$ cat src/rtl/dispense_monitor.sv
// Closed-loop dispense confirmation for one pill compartment: pulses the motor,
// watches a debounced beam-break sensor for a drop, retries, and latches a fault.
module dispense_monitor #(
    parameter int DEBOUNCE_CYCLES = 500000,
    parameter int PULSE_CYCLES    = 50000000,
    parameter int TIMEOUT_CYCLES  = 100000000,
    parameter int MAX_RETRIES     = 2
) (
    input  logic       CLOCK_50,
    input  logic       reset,
    input  logic       request,
    input  logic       sensor_n,
    input  logic       fault_clear,
    output logic       motor,
    output logic       busy,
    output logic       confirmed,
    output logic       fault,
    output logic       spurious,
    output logic [7:0] drop_count
);

    localparam logic [31:0] DEB_LAST     = 32'(DEBOUNCE_CYCLES - 1);
    localparam logic [31:0] PULSE_LAST   = 32'(PULSE_CYCLES - 1);
    localparam logic [31:0] TIMEOUT_LAST = 32'(TIMEOUT_CYCLES - 1);
    localparam logic [7:0]  MAX_R        = 8'(MAX_RETRIES);

    typedef enum logic [2:0] {
        IDLE    = 3'd0,
        DRIVE   = 3'd1,
        WAIT    = 3'd2,
        CONFIRM = 3'd3,
        FAULT   = 3'd4
    } state_t;

    state_t      state;
    state_t      state_next;
    logic        sync1;
    logic        sync2;
    logic        deb;
    logic        drop_ev;
    logic [31:0] deb_cnt;
    logic [31:0] timer;
    logic [7:0]  attempts;
    logic        attempt_clr;
    logic        attempt_inc;

    // Sensor path: synchronizer, then a debouncer that accepts a new level only
    // after it has been stable for DEBOUNCE_CYCLES; drop_ev marks a 1->0 accept.
    always_ff @(posedge CLOCK_50 or posedge reset) begin
        if (reset) begin
            sync1   <= 1'b1;
            sync2   <= 1'b1;
            deb     <= 1'b1;
            deb_cnt <= 32'd0;
            drop_ev <= 1'b0;
        end else begin
            sync1   <= sensor_n;
            sync2   <= sync1;
            drop_ev <= 1'b0;
            if (sync2 != deb) begin
                if (deb_cnt == DEB_LAST) begin
                    deb     <= sync2;
                    deb_cnt <= 32'd0;
                    drop_ev <= deb;
                end else begin
                    deb_cnt <= deb_cnt + 32'd1;
                end
            end else begin
                deb_cnt <= 32'd0;
            end
        end
    end

    always_comb begin
        state_next  = state;
        attempt_clr = 1'b0;
        attempt_inc = 1'b0;
        case (state)
            IDLE: begin
                if (request) begin
                    state_next  = DRIVE;
                    attempt_clr = 1'b1;
                end
            end
            DRIVE: begin
                if (drop_ev) begin
                    state_next = CONFIRM;
                end else if (timer == PULSE_LAST) begin
                    state_next = WAIT;
                end
            end
            WAIT: begin
                // A drop on the terminal-count cycle still counts as success.
                if (drop_ev) begin
                    state_next = CONFIRM;
                end else if (timer == TIMEOUT_LAST) begin
                    if (attempts < MAX_R) begin
                        state_next  = DRIVE;
                        attempt_inc = 1'b1;
                    end else begin
                        state_next = FAULT;
                    end
                end
            end
            CONFIRM: begin
                state_next = IDLE;
            end
            FAULT: begin
                if (fault_clear) begin
                    state_next = IDLE;
                end
            end
            default: begin
                state_next = IDLE;
            end
        endcase
    end

    // The shared timer restarts on every state change and only runs while timing.
    always_ff @(posedge CLOCK_50 or posedge reset) begin
        if (reset) begin
            state    <= IDLE;
            timer    <= 32'd0;
            attempts <= 8'd0;
        end else begin
            state <= state_next;
            if (state_next != state) begin
                timer <= 32'd0;
            end else if (state == DRIVE || state == WAIT) begin
                timer <= timer + 32'd1;
            end
            if (attempt_clr) begin
                attempts <= 8'd0;
            end else if (attempt_inc) begin
                attempts <= attempts + 8'd1;
            end
        end
    end

    // All outputs are registered from the current state, one cycle behind it.
    always_ff @(posedge CLOCK_50 or posedge reset) begin
        if (reset) begin
            motor      <= 1'b0;
            busy       <= 1'b0;
            confirmed  <= 1'b0;
            fault      <= 1'b0;
            spurious   <= 1'b0;
            drop_count <= 8'd0;
        end else begin
            motor     <= (state == DRIVE);
            busy      <= (state != IDLE) && (state != FAULT);
            confirmed <= (state == CONFIRM);
            fault     <= (state == FAULT);
            spurious  <= drop_ev && ((state == IDLE) || (state == FAULT));
            if (state == CONFIRM && drop_count != 8'hFF) begin
                drop_count <= drop_count + 8'd1;
            end
        end
    end

endmodule
$ cat config.mk
export PLATFORM = sky130hd
export DESIGN_NAME = dispense_monitor
export DESIGN_NICKNAME = d
export VERILOG_FILES = /design/src/rtl/dispense_monitor.sv
export SDC_FILE = /design/constraint.sdc
export NUM_CORES = 1
export LEC_CHECK = 0
export CAP_MARGIN = 20
export CORE_MARGIN = 4
export CORE_UTILIZATION = 40
export DETAILED_ROUTE_END_ITERATION = 10
export PLACE_DENSITY = 0.62
export SETUP_SLACK_MARGIN = 0.05
export SYNTH_ARGS = -nofsm -noshare
export SYNTH_HDL_FRONTEND = slang
export SYNTH_SLANG_ARGS = --single-unit
$ cat constraint.sdc
create_clock -name CLOCK_50 -period 2.89 [get_ports CLOCK_50]
set_input_delay 0.4335 -clock CLOCK_50 [delete_from_list [all_inputs] [get_ports CLOCK_50]]
set_output_delay 0.4335 -clock CLOCK_50 [all_outputs]
set_load 0.05 [all_outputs]
==> results of run 1 <==
[cells by family (layout without fill, tap and decap cells)]
group,count (synthesis),after routing,synth area share
buffers and inverters,26,48,0.0287
multiplexers,2,2,0.00501
adder cells (fa/ha/maj),4,4,0.0111
AO/OA/AOI/OAI,17,17,0.0245
XOR/XNOR,71,71,0.138
AND/OR/NAND/NOR,242,242,0.280
flip-flops,92,92,0.513
[sequential cells by signal, indices dropped and copies added, names as in the netlist]
name,cells
confirmed,1
busy,1
sync2,1
deb,1
drop_ev,1
fault,1
deb_cnt,32
motor,1
timer,32
attempts,8
sync1,1
drop_count,8
state,3
spurious,1
[per-layer routing]
layer	share of wire	up-vias	GRT usage
met2	0.49	28	0.230
met3	0.028	11	0.0435
met4	0.017	0	0.0523
li1	-	1569	-
met5	0	-	0
met1	0.47	1549	0.184
[worst paths after layout]
| path | from | endpoint | slack (ps) | cells past startpoint |
|---|---|---|---|---|
| max | timer[12] | timer[30] | 570 | 6 |
| min | sync1 | sync2 | 360 | 0 |
| max reg2reg | timer[12] | timer[30] | 570 | 6 |
| min reg2reg | sync1 | sync2 | 360 | 0 |
| max in group asynchronous | reset | deb | 1780 | 3 |
| min in group asynchronous | reset | drop_count[2] | 400 | 2 |
[power by group]
part / total [uW] / internal (uW) / switching (uW)
sequential: 1410 / 1350 / 58.8
combinational: 214 / 88.9 / 125
clock: 1260 / 777 / 482
[metrics by stage]
step	cell area (um^2)	hold WS, ps	setup slack (ps)	cells
after floorplan	4500	345	69.5	454
after global placement	4790	348	616	600
after detailed placement	4790	350	537	600
after CTS	5110	359	539	616
after global routing	5110	367	302	616
final	5110	357	567	616
[synth_stat cells, types with 2 or more instances]
master    number
a21oi_1        6
and2_1         4
and3_1        13
and4_1         4
buf_2          7
buf_4          4
clkbuf_1       2
dfrtp_1       89
dfstp_2        3
ha_1           4
inv_1         12
mux2_2         2
nand2_1       32
nand2b_1       2
nand3_1       23
nand4_1       15
nand4b_1       3
nor2_1        93
nor2b_1        9
nor3_1        12
nor4_1        11
o21ai_0        4
or3_1          3
xnor2_1       38
xor2_1        33
[area by class of cell]
class / instances / area [um^2] / area share
clock inverters: 5 / 75.1 / 0.0147
well taps: 140 / 175 / 0.0343
repair buffers: 20 / 205 / 0.0401
clock buffers: 11 / 243 / 0.0475
multi-input cells: 336 / 2060 / 0.403
inverters: 12 / 46.3 / 0.00906
flip-flops and latches: 92 / 2310 / 0.451
==> impl_metrics.py, run 1 <==
metrics = {
    "outcome": {
        "status": "finished, final reports clean",
    },
    "finish": {
        "postLayoutCoreUtil": 0.468,
        "mostFrequentLayoutCells": "93 x nor2_1, 89 x dfrtp_1, 38 x xnor2_1",
        "layout_commonest_cell": "nor2_1",
        "fill_cells": 1010,
        "fin_nets": 480,
        "synthToLayoutAreaGrowth_pct": 13.7,
        "drive_gt1_frac": 0.0735,
        "antenna_cells": 0,
    },
    "floorplanning": {
        "core_mm2": 0.0109,
        "dieWidth_um": 114,
        "die-height_um": 114,
        "io_pins": 18,
        "die_area_mm2": 0.0130,
        "start_util": 0.411,
        "rows": 38,
    },
    "critical_path": {
        "critical_path_required_ps": 3090,
        "critPathArrivalTime_ps": 2530,
        "critPathLaunchType": "register",
        "cp-end-kind": "register",
        "critPathMaxStageDelay_ps": 590,
        "worst-path-buf-inv": 0,
        "crit_slowest_cell": "a22o_2",
        "path_class": "register to register",
        "path_cells": "nand4b_1 -> nor3_1 -> nand3_2 -> a221oi_1 -> a22o_2 -> nor2_1",
        "critPathMaxFanout": 32,
        "crit_family": "compound AO/OA/AOI/OAI gates",
    },
    "timing": {
        "fin_skew_ps": 4.75,
        "rsz0062_at_grt": "false",
        "post-route-min-period_ps": 2320,
        "fmax_mhz": 430,
        "finalSetupTns_ps": 0,
        "min_period_over_period": 0.804,
        "finalSetupViolations": 0,
        "slew_violations": 0,
        "worstMarginPinSlew_ps": 787,
        "hold_viol_final": 0,
        "relSlewSlack": 0.471,
    },
    "synth": {
        "synth_warnings": 0,
        "synth_flop_cell": "dfrtp_1",
        "yosysSeqAreaShare": 0.513,
        "synth_cell_type_count": 51,
        "synthTopCellsByArea": "dfrtp_1 50%, nor2_1 7.8%, xnor2_1 7.4%, xor2_1 6.4%, nand2_1 2.7%",
        "syn-cell-area_mm2": 0.00450,
        "ys_seq_elements": 92,
        "synth_nets": 463,
        "async_flop_share": 1.00,
        "synthCells": 454,
        "yosys.area.top_type_share": 0.495,
        "avgSynthCellArea_um2": 9.90,
        "synth_area_leader_cell": "dfrtp_1",
        "synth_edf_count": 0,
    },
    "routing": {
        "via_count": 3157,
        "drc": 0,
        "first_pass_iters": 4,
        "wire_per_inst_um": 13.9,
        "drt_iter0_drc": 169,
        "drt_wl_total_um": 8570,
        "ant_nets": 0,
        "vias_per_cell": 5.13,
    },
    "clock_tree": {
        "numClockSinks": 92,
        "post_cts_resized": 0,
        "h-tree-depth": 3,
        "post-cts-setup-buffers": 0,
        "insertion_delay_ps": 340,
        "cts.clk_slew.worst_paths_ps": 60,
        "numCtsBuffers": 9,
        "cts_tree": "done",
        "clockBufferDepth": 2,
        "ctsHoldBuffers": 0,
        "cts_root_buf": "clkbuf_16",
    },
    "placed_design": {
        "port_buffers": 17,
        "globalplace.congestion": 0.789,
        "place_hpwl_um": 5800,
    },
    "global_routing": {
        "grt_use_total": 0.144,
        "grt_pass1_vias": 3156,
        "grt_first_pass_wirelength_um": 15100,
        "grt_overflow": 0,
        "grt_max_degree": 70,
        "antenna_found_initial": 0,
    },
    "power_and_ir_drop": {
        "finalPower_uw": 2880,
        "p_per_area_mw_per_mm2": 564,
        "leakage_uw": 0.00218,
        "peakVddDrop_v": 0.000383,
    },
    "hold_path": {
        "hold_path.class": "register to register",
    },
    "flow_run": {
        "drv_cap": 0,
    },
}
Power figures use the tool's default switching activity.
==> inputs of run 2 (changes only) <==
- PLACE_DENSITY: 0.62 -> 0.6
- clock period: 2.89 -> 2.4 ns (I/O delays scaled with it)
==> impl_metrics.py, run 2 (synthesis results as in run 1) <==
metrics = {
    "timing": {
        "slew_violations": 0,
        "fmax_mhz": 483,
        "timing.hold.ws_ps": 357,
        "relSlewSlack": 0.600,
        "fin_skew_ps": 4.60,
        "finalSetupViolations": 0,
        "post-route-min-period_ps": 2070,
        "worstMarginPinSlew_ps": 596,
        "finalSetupTns_ps": 0,
        "rsz0062_at_grt": "false",
        "min_period_over_period": 0.863,
        "hold_viol_final": 0,
    },
    "finish": {
        "layout_commonest_cell": "nor2_1",
        "fin_cells": 623,
        "largestRegisters": "deb_cnt x32, timer x32",
        "mostFrequentLayoutCells": "93 x nor2_1, 89 x dfrtp_1, 38 x xnor2_1",
        "multi_input_area_mm2": 0.00207,
        "fin_nets": 487,
        "synthToLayoutAreaGrowth_pct": 15.8,
        "final_area_mm2": 0.00521,
        "antenna_cells": 0,
        "drive_gt1_frac": 0.0911,
        "fill_cells": 1013,
        "seq_area_mm2": 0.00231,
    },
    "floorplanning": {
        "rows": 38,
        "die-height_um": 114,
        "die_area_mm2": 0.0130,
        "dieWidth_um": 114,
        "io_pins": 18,
        "core_mm2": 0.0109,
        "start_util": 0.411,
    },
    "routing": {
        "drc": 0,
        "drt_iter0_drc": 193,
        "drt_wl_total_um": 8420,
        "first_pass_iters": 5,
        "ant_nets": 0,
        "wire_per_inst_um": 13.5,
        "vias_per_cell": 5.05,
        "via_count": 3145,
    },
    "clock_tree": {
        "numCtsBuffers": 9,
        "numClockSinks": 92,
        "cts_root_buf": "clkbuf_16",
        "cts.clk_slew.worst_paths_ps": 60,
        "insertion_delay_ps": 340,
        "clockBufferDepth": 2,
        "h-tree-depth": 3,
        "cts_tree": "done",
        "ctsHoldBuffers": 0,
    },
    "placed_design": {
        "globalplace.congestion": 0.784,
        "place_hpwl_um": 5730,
        "dp.cells": 607,
        "port_buffers": 17,
        "placed_area_mm2": 0.00487,
    },
    "power_and_ir_drop": {
        "comb_power_share": 0.077,
        "p_sw_uw": 804,
        "switching_share": 0.231,
        "p_clk_frac": 0.437,
        "internal-power_uw": 2680,
        "leakage_uw": 0.00222,
        "peakVddDrop_v": 0.000384,
        "p_per_area_mw_per_mm2": 669,
        "finalPower_uw": 3490,
        "power_frac_seq": 0.486,
    },
    "critical_path": {
        "critPathMaxStageDelay_ps": 550,
        "critPathLaunchType": "register",
        "critical_path_required_ps": 2620,
        "path_cells": "or4_4 -> nor3_4 -> nand4_4 -> o22ai_1 -> a22o_2 -> buf_12 -> nor2_1",
        "crit_family": "simple AND/OR/NAND/NOR gates",
        "critPathMaxFanout": 32,
        "worst-path-buf-inv": 1,
        "crit_slowest_cell": "or4_4",
        "cp-end-kind": "register",
        "critPathArrivalTime_ps": 2290,
        "path_class": "register to register",
    },
    "global_routing": {
        "grt_max_degree": 93,
        "grt_overflow": 0,
        "grt_use_met1": 0.184,
        "met3_usage": 0.0408,
        "top_usage_layer": "met2",
        "grt_pass1_vias": 3223,
        "grt_use_total": 0.143,
        "grt.met2_usage": 0.237,
        "grt_first_pass_wirelength_um": 15100,
        "antenna_found_initial": 0,
    },
    "flow_run": {
        "drv_cap": 0,
    },
    "hold_path": {
        "hold_path.class": "register to register",
    },
    "outcome": {
        "status": "finished, final reports clean",
    },
}
run 2: changes by cell type in the layout (fill, tap and decap cells not counted):
cell and change:
nor3_2 +1, clkbuf_1 -1, nor3_1 -1, clkinv_2 -2
clkinvlp_4 +1, buf_12 +2, clkinv_4 +2, buf_4 +5
run 2: area by class of cell:
| class | count | area share |
|---|---|---|
| Clock buffer | 10 | 0.0459 |
| Clock inverter | 6 | 0.0168 |
| Inverter | 12 | 0.00937 |
| Multi-Input combinational cell | 336 | 0.397 |
| Sequential cell | 92 | 0.443 |
| Tap cell | 140 | 0.0336 |
| Timing Repair Buffer | 27 | 0.0543 |
run 2: per-layer routing:
| layer | part of all wire | vias to the layer above |
|---|---|---|
| met5 | 0 | - |
| met4 | 0.012 | 0 |
| met3 | 0.034 | 11 |
| met2 | 0.49 | 41 |
| met1 | 0.47 | 1513 |
| li1 | - | 1580 |
run 2: power groups by stage:
stage               Sequential [uW]  Combinational [uW]  Clock (uW)
global route                   1710                 318        1640
floorplan                      1720                 200           0
detailed placement             1720                 275           0
CTS                            1690                 276        1570
finish                         1690                 269        1520
global placement               1720                 266           0
run 2: worst paths after layout:
kind                       depth (start not counted)  slack, ps       from     endpoint
max                                                7        330  timer[27]     timer[2]
min                                                0        360      sync1        sync2
max reg2reg                                        7        330  timer[27]     timer[2]
min reg2reg                                        0        360      sync1        sync2
max in group asynchronous                          3       1530      reset          deb
min in group asynchronous                          3        510      reset  attempts[0]
run 2: repair_timing:
item | in CTS | in global routing
setup endpoints to repair | 0 | 9
setup buffers | 0 | 0
gates resized for setup | 0 | 1
run 2: stage by stage:
step           utilization  setup slack, ps
4_1_cts              0.476              251
3_3_place_gp         0.446              277
3_5_place_dp         0.446              265
2_1_floorplan            -              294
6_report             0.476              329
5_1_grt              0.476              189
